==> src/rtl/ex_pkg.sv <==
// Shared definitions for the execute stage: ALU opcodes, stage states and default widths.
package ex_pkg;

  localparam int DATA_W_DEF = 32;
  localparam int RD_W_DEF   = 6;

  localparam logic [2:0] ALU_ADD   = 3'b000;
  localparam logic [2:0] ALU_SUB   = 3'b001;
  localparam logic [2:0] ALU_NEG   = 3'b010;
  localparam logic [2:0] ALU_INC   = 3'b011;
  localparam logic [2:0] ALU_AND   = 3'b100;
  localparam logic [2:0] ALU_OR    = 3'b101;
  localparam logic [2:0] ALU_PASSB = 3'b110;
  localparam logic [2:0] ALU_MUL   = 3'b111;

  typedef enum logic [0:0] {
    IDLE     = 1'b0,
    MUL_BUSY = 1'b1
  } state_e;

endpackage

==> src/rtl/ex_mem_stage_mul.sv <==
// Sequential shift-add multiplier: one partial-product step per cycle, CYCLES steps,
// product is the low W bits. Only instantiated when EX_MUL_EN is defined.
module ex_mul_seq #(
  parameter int W      = 32,
  parameter int CYCLES = 32
) (
  input  logic         clk,
  input  logic         rst_n,
  input  logic         start,
  input  logic         abort,
  input  logic [W-1:0] a,
  input  logic [W-1:0] b,
  output logic         busy,
  output logic         done,
  output logic [W-1:0] product
);

  localparam int CNT_W = (CYCLES > 1) ? $clog2(CYCLES) : 1;
  localparam logic [CNT_W-1:0] LAST_CNT = CNT_W'(CYCLES - 1);

  logic             busy_q, busy_d;
  logic [CNT_W-1:0] cnt_q, cnt_d;
  logic [W-1:0]     acc_q, acc_d;
  logic [W-1:0]     mcand_q, mcand_d;
  logic [W-1:0]     mplier_q, mplier_d;
  logic [W-1:0]     acc_next_s;

  // The final step's sum is exposed directly so the stage can load it on the last edge.
  assign acc_next_s = acc_q + (mplier_q[0] ? mcand_q : {W{1'b0}});
  assign done       = busy_q & (cnt_q == LAST_CNT);
  assign busy       = busy_q;
  assign product    = acc_next_s;

  // Next-state for the iteration registers.
  always_comb begin
    busy_d   = busy_q;
    cnt_d    = cnt_q;
    acc_d    = acc_q;
    mcand_d  = mcand_q;
    mplier_d = mplier_q;
    if (abort) begin
      busy_d = 1'b0;
      cnt_d  = {CNT_W{1'b0}};
    end else if (start) begin
      busy_d   = 1'b1;
      cnt_d    = {CNT_W{1'b0}};
      acc_d    = {W{1'b0}};
      mcand_d  = a;
      mplier_d = b;
    end else if (busy_q) begin
      acc_d    = acc_next_s;
      mcand_d  = {mcand_q[W-2:0], 1'b0};
      mplier_d = {1'b0, mplier_q[W-1:1]};
      if (cnt_q == LAST_CNT) begin
        busy_d = 1'b0;
        cnt_d  = {CNT_W{1'b0}};
      end else begin
        cnt_d = cnt_q + {{(CNT_W-1){1'b0}}, 1'b1};
      end
    end else begin
      busy_d = 1'b0;
    end
  end

  // Iteration registers.
  always_ff @(posedge clk or negedge rst_n) begin
    if (!rst_n) begin
      busy_q   <= 1'b0;
      cnt_q    <= {CNT_W{1'b0}};
      acc_q    <= {W{1'b0}};
      mcand_q  <= {W{1'b0}};
      mplier_q <= {W{1'b0}};
    end else begin
      busy_q   <= busy_d;
      cnt_q    <= cnt_d;
      acc_q    <= acc_d;
      mcand_q  <= mcand_d;
      mplier_q <= mplier_d;
    end
  end

endmodule

==> src/rtl/ex_mem_stage.sv <==
// Execute stage plus EX/MEM register with valid/ready on both sides.
// Define EX_MUL_EN to make aluop 111 run the sequential multiplier; otherwise it yields 0 in one cycle.
module ex_mem_stage
  import ex_pkg::*;
#(
  parameter int DATA_W     = DATA_W_DEF,
  parameter int RD_W       = RD_W_DEF,
  parameter int MUL_CYCLES = DATA_W_DEF
) (
  input  logic              clk,
  input  logic              rst_n,
  input  logic              in_valid,
  output logic              in_ready,
  input  logic              in_ctrl_regwrt,
  input  logic              in_ctrl_memtoreg,
  input  logic              in_ctrl_memrd,
  input  logic              in_ctrl_memwrt,
  input  logic              in_ctrl_branch,
  input  logic              in_ctrl_btype,
  input  logic              in_ctrl_jump,
  input  logic              in_ctrl_alusrc,
  input  logic [2:0]        in_ctrl_aluop,
  input  logic [DATA_W-1:0] in_pc,
  input  logic [DATA_W-1:0] in_rs,
  input  logic [DATA_W-1:0] in_rt,
  input  logic [DATA_W-1:0] in_x,
  input  logic [RD_W-1:0]   in_rd,
  input  logic              flush,
  input  logic              out_ready,
  output logic              out_valid,
  output logic [DATA_W-1:0] out_result,
  output logic [DATA_W-1:0] out_store_data,
  output logic [RD_W-1:0]   out_rd,
  output logic              out_ctrl_regwrt,
  output logic              out_ctrl_memtoreg,
  output logic              out_ctrl_memrd,
  output logic              out_ctrl_memwrt,
  output logic              out_zero,
  output logic              out_neg,
  output logic              out_redirect,
  output logic [DATA_W-1:0] out_target
);

  logic              valid_q, valid_d;
  logic [DATA_W-1:0] result_q, result_d;
  logic [DATA_W-1:0] store_q, store_d;
  logic [DATA_W-1:0] target_q, target_d;
  logic [RD_W-1:0]   rd_q, rd_d;
  logic              regwrt_q, regwrt_d, memtoreg_q, memtoreg_d;
  logic              memrd_q, memrd_d, memwrt_q, memwrt_d;
  logic              zero_q, zero_d, neg_q, neg_d, taken_q, taken_d;

  logic [DATA_W-1:0] op_b_s, alu_s, mul_prod_s;
  logic              taken_s, accept_s, is_mul_s, mul_busy_s, mul_done_s;

  assign op_b_s   = in_ctrl_alusrc ? in_x : in_rt;
  assign taken_s  = in_ctrl_jump |
                    (in_ctrl_branch & (in_ctrl_btype ? in_rs[DATA_W-1] : (in_rs == {DATA_W{1'b0}})));
  assign in_ready = rst_n & ~mul_busy_s & (~valid_q | out_ready) & ~flush;
  assign accept_s = in_valid & in_ready;

`ifdef EX_MUL_EN
  state_e state_q, state_d;
  logic   mul_seq_busy_s;

  assign is_mul_s   = (in_ctrl_aluop == ALU_MUL);
  assign mul_busy_s = (state_q == MUL_BUSY) | mul_seq_busy_s;

  ex_mul_seq #(
    .W      (DATA_W),
    .CYCLES (MUL_CYCLES)
  ) u_mul (
    .clk     (clk),
    .rst_n   (rst_n),
    .start   (accept_s & is_mul_s),
    .abort   (flush),
    .a       (in_rs),
    .b       (op_b_s),
    .busy    (mul_seq_busy_s),
    .done    (mul_done_s),
    .product (mul_prod_s)
  );

  // Stage FSM next state; flush aborts a running multiply.
  always_comb begin
    state_d = state_q;
    if (flush) begin
      state_d = IDLE;
    end else if (mul_done_s) begin
      state_d = IDLE;
    end else if (accept_s && is_mul_s) begin
      state_d = MUL_BUSY;
    end else begin
      state_d = state_q;
    end
  end

  // Stage FSM register.
  always_ff @(posedge clk or negedge rst_n) begin
    if (!rst_n) begin
      state_q <= IDLE;
    end else begin
      state_q <= state_d;
    end
  end
`else
  assign is_mul_s   = 1'b0;
  assign mul_busy_s = 1'b0;
  assign mul_done_s = 1'b0;
  assign mul_prod_s = {DATA_W{1'b0}};
`endif

  // Single-cycle ALU; MUL is produced by the multiplier (or is 0 without it).
  always_comb begin
    alu_s = {DATA_W{1'b0}};
    case (in_ctrl_aluop)
      ALU_ADD:   alu_s = in_rs + op_b_s;
      ALU_SUB:   alu_s = in_rs - op_b_s;
      ALU_NEG:   alu_s = {DATA_W{1'b0}} - in_rs;
      ALU_INC:   alu_s = in_rs + {{(DATA_W-1){1'b0}}, 1'b1};
      ALU_AND:   alu_s = in_rs & op_b_s;
      ALU_OR:    alu_s = in_rs | op_b_s;
      ALU_PASSB: alu_s = op_b_s;
      default:   alu_s = {DATA_W{1'b0}};
    endcase
  end

  // Output register next state: flush > multiply completion > accept > drain > hold.
  always_comb begin
    valid_d    = valid_q;
    result_d   = result_q;
    store_d    = store_q;
    target_d   = target_q;
    rd_d       = rd_q;
    regwrt_d   = regwrt_q;
    memtoreg_d = memtoreg_q;
    memrd_d    = memrd_q;
    memwrt_d   = memwrt_q;
    zero_d     = zero_q;
    neg_d      = neg_q;
    taken_d    = taken_q;
    if (flush) begin
      valid_d = 1'b0;
    end else if (mul_done_s) begin
      result_d = mul_prod_s;
      zero_d   = (mul_prod_s == {DATA_W{1'b0}});
      neg_d    = mul_prod_s[DATA_W-1];
      valid_d  = 1'b1;
    end else if (accept_s) begin
      // Control is captured at accept even for MUL; it stays invisible until valid rises.
      store_d    = in_rt;
      target_d   = in_x;
      rd_d       = in_rd;
      regwrt_d   = in_ctrl_regwrt;
      memtoreg_d = in_ctrl_memtoreg;
      memrd_d    = in_ctrl_memrd;
      memwrt_d   = in_ctrl_memwrt;
      taken_d    = taken_s;
      if (is_mul_s) begin
        valid_d = 1'b0;
      end else begin
        result_d = alu_s;
        zero_d   = (alu_s == {DATA_W{1'b0}});
        neg_d    = alu_s[DATA_W-1];
        valid_d  = 1'b1;
      end
    end else if (out_ready) begin
      valid_d = 1'b0;
    end else begin
      valid_d = valid_q;
    end
  end

  // EX/MEM register.
  always_ff @(posedge clk or negedge rst_n) begin
    if (!rst_n) begin
      valid_q    <= 1'b0;
      result_q   <= {DATA_W{1'b0}};
      store_q    <= {DATA_W{1'b0}};
      target_q   <= {DATA_W{1'b0}};
      rd_q       <= {RD_W{1'b0}};
      regwrt_q   <= 1'b0;
      memtoreg_q <= 1'b0;
      memrd_q    <= 1'b0;
      memwrt_q   <= 1'b0;
      zero_q     <= 1'b0;
      neg_q      <= 1'b0;
      taken_q    <= 1'b0;
    end else begin
      valid_q    <= valid_d;
      result_q   <= result_d;
      store_q    <= store_d;
      target_q   <= target_d;
      rd_q       <= rd_d;
      regwrt_q   <= regwrt_d;
      memtoreg_q <= memtoreg_d;
      memrd_q    <= memrd_d;
      memwrt_q   <= memwrt_d;
      zero_q     <= zero_d;
      neg_q      <= neg_d;
      taken_q    <= taken_d;
    end
  end

  assign out_valid         = valid_q;
  assign out_result        = result_q;
  assign out_store_data    = store_q;
  assign out_target        = target_q;
  assign out_rd            = rd_q;
  assign out_ctrl_regwrt   = regwrt_q;
  assign out_ctrl_memtoreg = memtoreg_q;
  assign out_ctrl_memrd    = memrd_q;
  assign out_ctrl_memwrt   = memwrt_q;
  assign out_zero          = zero_q;
  assign out_neg           = neg_q;
  assign out_redirect      = valid_q & taken_q;

endmodule

==> config.mk <==
export PLATFORM = sky130hd
export DESIGN_NAME = ex_mem_stage
export DESIGN_NICKNAME = d
export VERILOG_FILES = /design/src/rtl/ex_pkg.sv /design/src/rtl/ex_mem_stage_mul.sv /design/src/rtl/ex_mem_stage.sv
export SDC_FILE = /design/constraint.sdc
export NUM_CORES = 1
export LEC_CHECK = 0
export BUFFER_PORTS_ARGS = -buffer_cell sky130_fd_sc_hd__clkbuf_2
export CELL_PAD_IN_SITES_DETAIL_PLACEMENT = 1
export CELL_PAD_IN_SITES_GLOBAL_PLACEMENT = 2
export CORE_MARGIN = 3
export CORE_UTILIZATION = 34
export DETAILED_ROUTE_END_ITERATION = 8
export GPL_TIMING_DRIVEN = 0
export PLACE_DENSITY = 0.94
export SYNTH_ARGS = -nofsm -noshare
export SYNTH_HDL_FRONTEND = slang
export SYNTH_SLANG_ARGS = --single-unit
==> constraint.sdc <==
create_clock -name clk -period 3.9 [get_ports clk]
set_clock_uncertainty 0.15 [all_clocks]
set_input_delay 0.39 -clock clk [delete_from_list [all_inputs] [get_ports clk]]
set_output_delay 0.39 -clock clk [all_outputs]
set_load 0.005 [all_outputs]
==> impl_metrics.py, run 1 <==
metrics = {
    "global_routing": {
        "grt.overflow.total": 0,
        "grt_pass1_wl_mm": 61.9,
        "grt_pass1_vias": 10700,
        "gr-usage-all-layers_pct": 26.9,
        "grt_max_degree": 72,
        "antenna_found_initial": 0,
    },
    "run": {
        "cap_violations": 0,
    },
    "drt": {
        "drt_first_iter_violations": 780,
        "wirelength_mm": 41.9,
        "highest_layer": "met4",
        "wl_per_cell_um": 23.9,
        "wl_met1_mm": 16.9,
        "met2_length_mm": 21.0,
        "final_antenna_net_count": 0,
        "num_vias": 10500,
        "viasPerCell": 5.98,
        "drcViolationCount": 0,
        "dr_wl_met3_mm": 2.14,
        "firstDrtPassIters": 5,
    },
    "finish": {
        "layout-drive-gt1-share_pct": 45.6,
        "nets": 1593,
        "fin_cells": 1749,
        "fin_util_pct": 48.4,
        "final.fill_count": 3190,
        "syn2layout_area_growth_pct": 39.8,
        "antennaDiodeCount": 0,
    },
    "placement": {
        "place_hpwl_mm": 31.3,
        "port_buffers": 228,
        "dp_cells": 1650,
        "gp_congestion": 0.963,
        "place_ws_ps": -2670,
    },
    "sta": {
        "fin_ws_ps": -1540,
        "fin_crit_sh_pct": 140,
        "timing.fmax_mhz": 184,
        "slew_viol_final": 0,
        "setup_viol": 24,
        "maxSlewHeadroom_pct": 16.0,
        "min_period_ps": 5440,
        "whs_ps": 93.0,
        "hold_viol_final": 0,
        "fin_tns_setup_ps": -21060,
        "rsz0062_at_grt": "true",
        "worstMarginPinSlew_ps": 1230,
    },
    "yosys": {
        "synth_cell_type_count": 78,
        "yosys.area.top_type": "dfrtp_1",
        "synth_area_um2": 9360,
        "yosys_warnings": 0,
        "synth_fp_nets": 1270,
        "synth_flop_cell": "dfrtp_1",
        "syn_area_per_cell_um2": 8.67,
        "synth_edf_count": 0,
        "synthTopCellsByCount": "mux2_2 (118), dfrtp_1 (109), o21ai_0 (96)",
        "synth.area.top_cells": "dfrtp_1 (29%), mux2_2 (14%), ha_1 (5.2%)",
        "ys_ff_latch": 109,
        "synth_top_cell_area_share_pct": 29.1,
        "syn_inst": 1080,
        "async_flop_share_pct": 100,
        "yosysMostFrequentCell": "mux2_2",
        "ys_seq_area_share_pct": 29.1,
    },
    "worst_setup_path": {
        "critPathMaxFanout": 5,
        "cp_common_cell": "buf_4",
        "slowest_delay_ps": 360,
        "required_ps": 4060,
        "reg2reg_from": "out_valid$_DFFE_PN0P_",
        "end_kind": "register",
        "crit_type": "in2reg",
        "crit_path_start": "in_ctrl_alusrc",
        "slowest_stage": "a221oi_2",
        "critPathLaunchType": "input pin",
        "cp_data_arrival_time_ps": 5610,
    },
    "clock_network": {
        "clk_latency_ps": 370,
        "root_buffer": "clkbuf_16",
        "clockBufferDepth": 2,
        "path_clk_slew_ps": 90,
        "cts_tree": "yes",
        "cts_sinks": 109,
        "h-tree-depth": 3,
        "cts_buffers": 9,
    },
    "floorplanning": {
        "die_area_um2": 29600,
        "die_w_um": 172,
        "die_h_um": 172,
        "row_count": 60,
        "io_pins": 261,
        "coreArea_um2": 27000,
        "initial_core_util_pct": 34.6,
    },
    "status": {
        "violations": "negative setup slack",
        "status": "finished with violations",
    },
    "hold_path": {
        "hold_path_class": "in2reg",
        "min_from": "flush",
    },
    "power": {
        "powerDensity_nw_per_um2": 353,
        "p_leak_nw": 5.66,
        "vdd_ir_drop_max_mv": 0.199,
    },
}
==> path summary, 6_finish.rpt <==
path	cells past startpoint	slack [ps]	to
hold / removal	2	90	out_valid$_DFFE_PN0P_
min in group asynchronous	3	540	out_result[25]$_DFFE_PN0P_
setup / recovery	29	-1540	out_zero$_DFFE_PN0P_
max in group asynchronous	3	2670	out_target[10]$_DFFE_PN0P_
hold reg to reg	2	340	out_result[25]$_DFFE_PN0P_
setup reg to reg	10	180	out_zero$_DFFE_PN0P_
==> cell type report <==
cell class                 count  area (µm²)  area share (%)
multi-input combinational    895        7320            55.9
inverter                      16        62.6           0.478
timing repair buffer         318        1930            14.7
tap                          341         427            3.26
clock buffer                   9         225            1.72
clock inverter                 7        75.1           0.574
sequential                   109        2730            20.8
buffer                        54         327            2.49
==> per-stage QoR <==
stage | power (mW) | area (µm²)
after floorplan | 2.50 | 9570
after global placement | 3.20 | 11100
after detailed placement | 3.26 | 11200
after CTS | 4.50 | 12500
after global routing | 4.88 | 13100
final | 4.62 | 13100
==> kinds of logic after synthesis <==
family	synth area share [%]
mux	17.2
xor+xnor	3.84
compound gates	21.4
fa+ha+maj	6.07
simple gates	19.0
flops	29.1
buf+inv	3.38
==> per-layer routing <==
metal | up-vias | track usage [%]
met4 | 0 | 11.2
met2 | 398 | 47.3
met3 | 101 | 3.54
met1 | 5245 | 33.3
li1 | 4723 | -
met5 | - | 0
==> critical path: cells and delay by family <==
kind                       cells  cell delay [ps]
adders and majority gates      2              400
buffers and inverters          9             1100
muxes                          1              320
and+or+nand+nor                9             1800
xor gates and xnor gates       1              180
AOI/OAI and AO/OA              7             1370
==> registers in the layout, summed over array words and instances, names as in the netlist <==
name / count
out_rd: 6
out_zero: 1
out_valid: 1
out_ctrl_memwrt: 1
out_target: 32
out_ctrl_regwrt: 1
out_ctrl_memtoreg: 1
out_ctrl_memrd: 1
out_result: 32
taken_q: 1
out_store_data: 32
==> placed cells by master, fill, tap and decap left out, types with 12 or more instances in the layout <==
cell type,synthesis,layout
inv_1,16,14
a21oi_1,94,69
clkbuf_1,47,29
a21oi_2,0,14
mux2i_1,27,22
ha_1,39,29
or3_1,20,17
dfrtp_1,109,109
nor3_1,43,37
mux2_2,118,113
clkbuf_2,0,232
nor2_1,56,50
o21a_1,12,12
o21ai_1,2,17
o21ai_0,96,61
nand4_1,20,20
buf_4,3,79
buf_6,2,15
xnor2_1,19,18
xor2_1,22,21
o21ai_2,1,16
nand2_1,94,84
o22ai_1,20,15
==> report_power, final <==
group / internal [mW] / leakage [nW] / total [mW] / switching, mW
Clock: 0.461 / 0.150 / 1.00 / 0.543
Combinational: 0.968 / 4.20 / 2.11 / 1.14
Sequential: 1.38 / 1.31 / 1.51 / 0.132
==> what timing repair did <==
item | CTS | global route
hold endpoints to repair | 39 | 0
setup buffers | 50 | 40
endpoints found under the setup margin | 29 | 36
resized for setup | 148 | 81
hold buffers | 2 | 0
pin swaps | 63 | 65
(Power assumes the default switching activity.)
==> run 2, diff against run 1 <==
--- a/config.mk
+++ b/config.mk
@@ -16,3 +16,4 @@
 export SYNTH_ARGS = -nofsm -noshare
 export SYNTH_HDL_FRONTEND = slang
 export SYNTH_SLANG_ARGS = --single-unit
+export TNS_END_PERCENT = 5
==> impl_metrics.py, run 2 (synthesized netlist as in run 1, its figures left out) <==
metrics = {
    "placement": {
        "dp_cells": 1650,
        "gp_congestion": 1.00,
        "place_area_um2": 11000,
        "place_hpwl_mm": 31.1,
        "port_buffers": 228,
    },
    "floorplanning": {
        "row_count": 60,
        "coreArea_um2": 27000,
        "die_area_um2": 29600,
        "die_h_um": 172,
        "io_pins": 261,
        "die_w_um": 172,
        "initial_core_util_pct": 34.6,
    },
    "worst_setup_path": {
        "critPathMaxFanout": 7,
        "critPathLaunchType": "input pin",
        "slowest_stage": "or4_4",
        "cp_data_arrival_time_ps": 5570,
        "required_ps": 4030,
        "end_kind": "register",
        "slowest_delay_ps": 610,
        "crit_type": "in2reg",
    },
    "sta": {
        "timing.fmax_mhz": 184,
        "min_period_ps": 5440,
        "hold_viol_final": 0,
        "maxSlewHeadroom_pct": 20.2,
        "rsz0062_at_grt": "true",
        "fin_crit_sh_pct": 140,
        "slew_viol_final": 0,
        "setup_viol": 35,
        "fin_ws_ps": -1540,
        "worstMarginPinSlew_ps": 1190,
    },
    "clock_network": {
        "clk_latency_ps": 380,
        "cts_sinks": 109,
        "h-tree-depth": 3,
        "cts_tree": "yes",
        "root_buffer": "clkbuf_16",
        "clockBufferDepth": 2,
        "path_clk_slew_ps": 100,
        "cts_buffers": 9,
    },
    "finish": {
        "syn2layout_area_growth_pct": 30.3,
        "final_common_cell": "clkbuf_2",
        "fin_cells": 1707,
        "layout-drive-gt1-share_pct": 38.2,
        "nets": 1550,
        "fin_area_um2": 12200,
        "final_cell_mix": "clkbuf_2 (230), mux2_2 (115), dfrtp_1 (109)",
    },
    "power": {
        "pwr-share-seq_pct": 34.0,
        "clock_power_share_pct": 23.6,
        "p_sw_mw": 1.74,
        "sw_frac_of_total_pct": 39.3,
        "powerDensity_nw_per_um2": 363,
        "p_leak_nw": 5.32,
        "p_comb_share_pct": 42.3,
        "p_int_mw": 2.69,
        "vdd_ir_drop_max_mv": 0.218,
        "total_power_mw": 4.43,
    },
    "drt": {
        "num_vias": 10200,
        "drcViolationCount": 0,
        "firstDrtPassIters": 7,
        "wl_per_cell_um": 23.6,
        "drt_first_iter_violations": 747,
        "viasPerCell": 5.97,
        "wirelength_mm": 40.3,
        "final_antenna_net_count": 0,
    },
    "global_routing": {
        "grt_max_degree": 84,
        "grt.overflow.total": 0,
        "grt_pass1_wl_mm": 59.2,
        "grt_pass1_vias": 10300,
        "antenna_found_initial": 1,
        "gr-usage-all-layers_pct": 26.0,
    },
    "status": {
        "status": "finished with violations",
        "violations": "negative setup slack",
    },
    "hold_path": {
        "hold_path_class": "in2reg",
    },
    "run": {
        "cap_violations": 0,
    },
}
-- run 2: changes by cell type in the layout (fill, tap and decap cells not counted), sizes merged --
| cell | change |
|---|---|
| buf | -45 |
| clkinv | -1 |
| inv | +1 |
| clkbuf | +2 |
| diode | +1 |
-- run 2: power groups by stage --
stage,Clock [mW],Sequential (mW),Combinational (mW)
after floorplan,0,1.54,0.924
after global placement,0,1.51,1.64
after detailed placement,0,1.53,1.68
after CTS,1.07,1.51,1.78
after global routing,1.11,1.54,2.04
final,1.05,1.51,1.87
-- run 2: layer usage --
metal	part of all wire, %	vias up	global-route usage, %
li1	-	4657	-
met4	4.2	0	11.2
met1	41	5038	32.7
met5	0	-	0
met3	5.5	92	3.43
met2	49	398	44.8
-- run 2: worst paths after layout --
kind	to	cells after the start	slack, ps	start
max	out_result[28]$_DFFE_PN0P_	27	-1540	in_ctrl_alusrc
min	out_valid$_DFFE_PN0P_	2	60	flush
max reg2reg	out_target[12]$_DFFE_PN0P_	7	500	out_valid$_DFFE_PN0P_
min reg2reg	out_result[9]$_DFFE_PN0P_	2	330	out_result[9]$_DFFE_PN0P_
max in group asynchronous	out_ctrl_memwrt$_DFFE_PN0P_	3	2610	rst_n
min in group asynchronous	out_result[0]$_DFFE_PN0P_	3	520	rst_n
-- run 2: area by class of cell --
type	count	area [µm²]
multi-input combinational	895	6780
timing repair buffer	271	1540
antenna	1	2.50
sequential	109	2730
buffer	58	337
clock inverter	7	93.8
tap	341	427
fill	3229	14800
clock buffer	9	225
inverter	16	62.6
-- run 2: per-stage QoR --
| step | setup slack, ps | TNS (ps) | utilization (%) | hold slack, ps |
|---|---|---|---|---|
| after detailed placement | -3020 | -58840 | 40.8 | 151 |
| after global routing | -1670 | -26990 | 45.1 | 95.3 |
| after global placement | -2990 | -144090 | 40.7 | 317 |
| after CTS | -1560 | -20510 | 43.8 | 61.1 |
| final | -1540 | -21470 | 45.1 | 60.1 |
| after floorplan | -1130 | -14650 | - | -55.6 |
-- run 2: critical path: cells and delay by family --
kind,cells,cell delay [ps]
buf+inv,9,1100
fa+ha+maj,2,470
compound gates,5,670
simple gates,8,2110
mux,3,810
-- run 2: repair_timing --
item | 4_1_cts | 5_1_grt
hold buffers | 2 | 0
setup buffers | 23 | 17
gates cloned | 0 | 0
resized for setup | 73 | 58
setup endpoints to repair | 33 | 37
endpoints found under the hold margin | 27 | 0
pin swaps | 30 | 35
==> run 3, diff against run 2 <==
--- a/config.mk
+++ b/config.mk
@@ -5,7 +5,7 @@
 export SDC_FILE = /design/constraint.sdc
 export NUM_CORES = 1
 export LEC_CHECK = 0
-export BUFFER_PORTS_ARGS = -buffer_cell sky130_fd_sc_hd__clkbuf_2
+export BUFFER_PORTS_ARGS = -buffer_cell sky130_fd_sc_hd__buf_2
 export CELL_PAD_IN_SITES_DETAIL_PLACEMENT = 1
 export CELL_PAD_IN_SITES_GLOBAL_PLACEMENT = 2
 export CORE_MARGIN = 3
==> impl_metrics.py, run 3 (synthesized netlist as in run 1, its figures left out) <==
metrics = {
    "floorplanning": {
        "die_area_um2": 29600,
        "io_pins": 261,
        "die_h_um": 172,
        "die_w_um": 172,
        "coreArea_um2": 27000,
        "row_count": 60,
        "initial_core_util_pct": 34.6,
    },
    "worst_setup_path": {
        "end_kind": "register",
        "r2r-end": "out_target[11]$_DFFE_PN0P_",
        "reg2reg_depth": 7,
        "critPathLaunchType": "input pin",
        "cp_data_arrival_time_ps": 5450,
        "crit_path_start": "in_ctrl_alusrc",
        "slowest_delay_ps": 390,
        "critPathMaxFanout": 4,
        "reg2reg_slack_ps": 450,
        "crit_buf_inv": 8,
        "reg2reg_from": "out_valid$_DFFE_PN0P_",
        "crit_type": "in2reg",
        "slowest_stage": "a221o_1",
        "path_delay_family": "simple AND/OR/NAND/NOR gates",
        "required_ps": 4070,
    },
    "sta": {
        "hold_viol_final": 0,
        "whs_ps": 66.3,
        "maxSlewHeadroom_pct": 23.9,
        "fin_tns_setup_ps": -18270,
        "fin_crit_sh_pct": 135,
        "worstMarginPinSlew_ps": 1140,
        "slew_viol_final": 0,
        "rsz0062_at_grt": "true",
        "fin_ws_ps": -1380,
        "timing.fmax_mhz": 189,
        "setup_viol": 35,
        "min_period_ps": 5280,
    },
    "global_routing": {
        "gr-usage-all-layers_pct": 26.7,
        "antenna_found_initial": 1,
        "grt_max_degree": 84,
        "grt.overflow.total": 0,
        "grt_pass1_vias": 10500,
        "grt_pass1_wl_mm": 60.5,
    },
    "clock_network": {
        "path_clk_slew_ps": 90,
        "clk_latency_ps": 380,
        "cts_tree": "yes",
        "cts_buffers": 9,
        "root_buffer": "clkbuf_16",
        "cts_sinks": 109,
        "clockBufferDepth": 2,
        "h-tree-depth": 3,
    },
    "status": {
        "violations": "negative setup slack",
        "status": "finished with violations",
    },
    "drt": {
        "wirelength_mm": 40.6,
        "firstDrtPassIters": 5,
        "wl_per_cell_um": 23.8,
        "num_vias": 10200,
        "drt_first_iter_violations": 645,
        "final_antenna_net_count": 0,
        "drcViolationCount": 0,
        "viasPerCell": 5.95,
    },
    "finish": {
        "antennaDiodeCount": 0,
        "syn2layout_area_growth_pct": 30.8,
        "fin_cells": 1707,
        "layout-drive-gt1-share_pct": 38.9,
        "fin_area_um2": 12200,
        "fin_util_pct": 45.3,
        "final_cell_mix": "buf_2 (229), mux2_2 (117), dfrtp_1 (109)",
        "nets": 1551,
        "final_common_cell": "buf_2",
    },
    "power": {
        "p_int_mw": 2.69,
        "p_leak_nw": 5.30,
        "vdd_ir_drop_max_mv": 0.192,
        "p_sw_mw": 1.72,
        "pwr-share-seq_pct": 33.9,
        "clock_power_share_pct": 23.2,
        "sw_frac_of_total_pct": 39.1,
        "p_comb_share_pct": 42.9,
        "powerDensity_nw_per_um2": 360,
        "total_power_mw": 4.41,
    },
    "hold_path": {
        "hold_path_class": "in2reg",
        "whs_path_depth": 2,
        "min_to": "out_valid$_DFFE_PN0P_",
        "min_from": "flush",
    },
    "placement": {
        "dp_cells": 1650,
        "place_area_um2": 11000,
        "place_ws_ps": -3100,
        "gp_congestion": 0.929,
        "place_hpwl_mm": 31.2,
        "port_buffers": 228,
    },
    "run": {
        "cap_violations": 0,
    },
}
[run 3: worst max path at each step]
| stage | end | slack (ps) | cells past startpoint |
|---|---|---|---|
| after detailed placement | out_zero$_DFFE_PN0P_ | -3100 | 23 |
| after global routing | out_zero$_DFFE_PN0P_ | -1500 | 28 |
| after CTS | out_zero$_DFFE_PN0P_ | -1470 | 28 |
| after floorplan | out_zero$_DFFE_PN0P_ | -1130 | 26 |
| after global placement | out_zero$_DFFE_PN0P_ | -3090 | 23 |
| final | out_zero$_DFFE_PN0P_ | -1380 | 28 |
[run 3: what timing repair did]
action	CTS	global route
pin swaps	28	28
hold buffers	2	0
endpoints found under the hold margin	27	0
gates resized for setup	66	79
setup endpoints to repair	33	37
buffers inserted	30	12
[run 3: power by group through the flow]
stage	clock network (mW)	logic, mW	registers, mW
2_1_floorplan	0	0.924	1.54
3_3_place_gp	0	1.64	1.50
3_5_place_dp	0	1.69	1.52
4_1_cts	1.04	1.79	1.50
5_1_grt	1.08	2.05	1.53
6_report	1.02	1.89	1.50
[run 3: layer usage]
| layer | part of all wire (%) | global-route usage [%] | vias up |
|---|---|---|---|
| li1 | - | - | 4634 |
| met4 | 3.9 | 10.9 | 2 |
| met5 | 0.034 | 0 | - |
| met1 | 41 | 33.2 | 5074 |
| met2 | 49 | 46.3 | 352 |
| met3 | 5.9 | 3.93 | 94 |
[run 3: layout make-up]
class                      count  area (µm²)
fill                        3255       14800
multi-input combinational    895        6840
sequential                   109        2730
timing repair buffer         273        1530
tap                          341         427
buffer                        57         337
clock buffer                   9         225
clock inverter                 7        88.8
inverter                      16        62.6
[run 3: worst register-to-register path, delay by kind of cell, from the launching register on]
| family | cells | cell delay (ps) |
|---|---|---|
| DFF | 1 | 390 |
| muxes | 1 | 420 |
| buffers and inverters | 3 | 1950 |
| and+or+nand+nor | 3 | 440 |
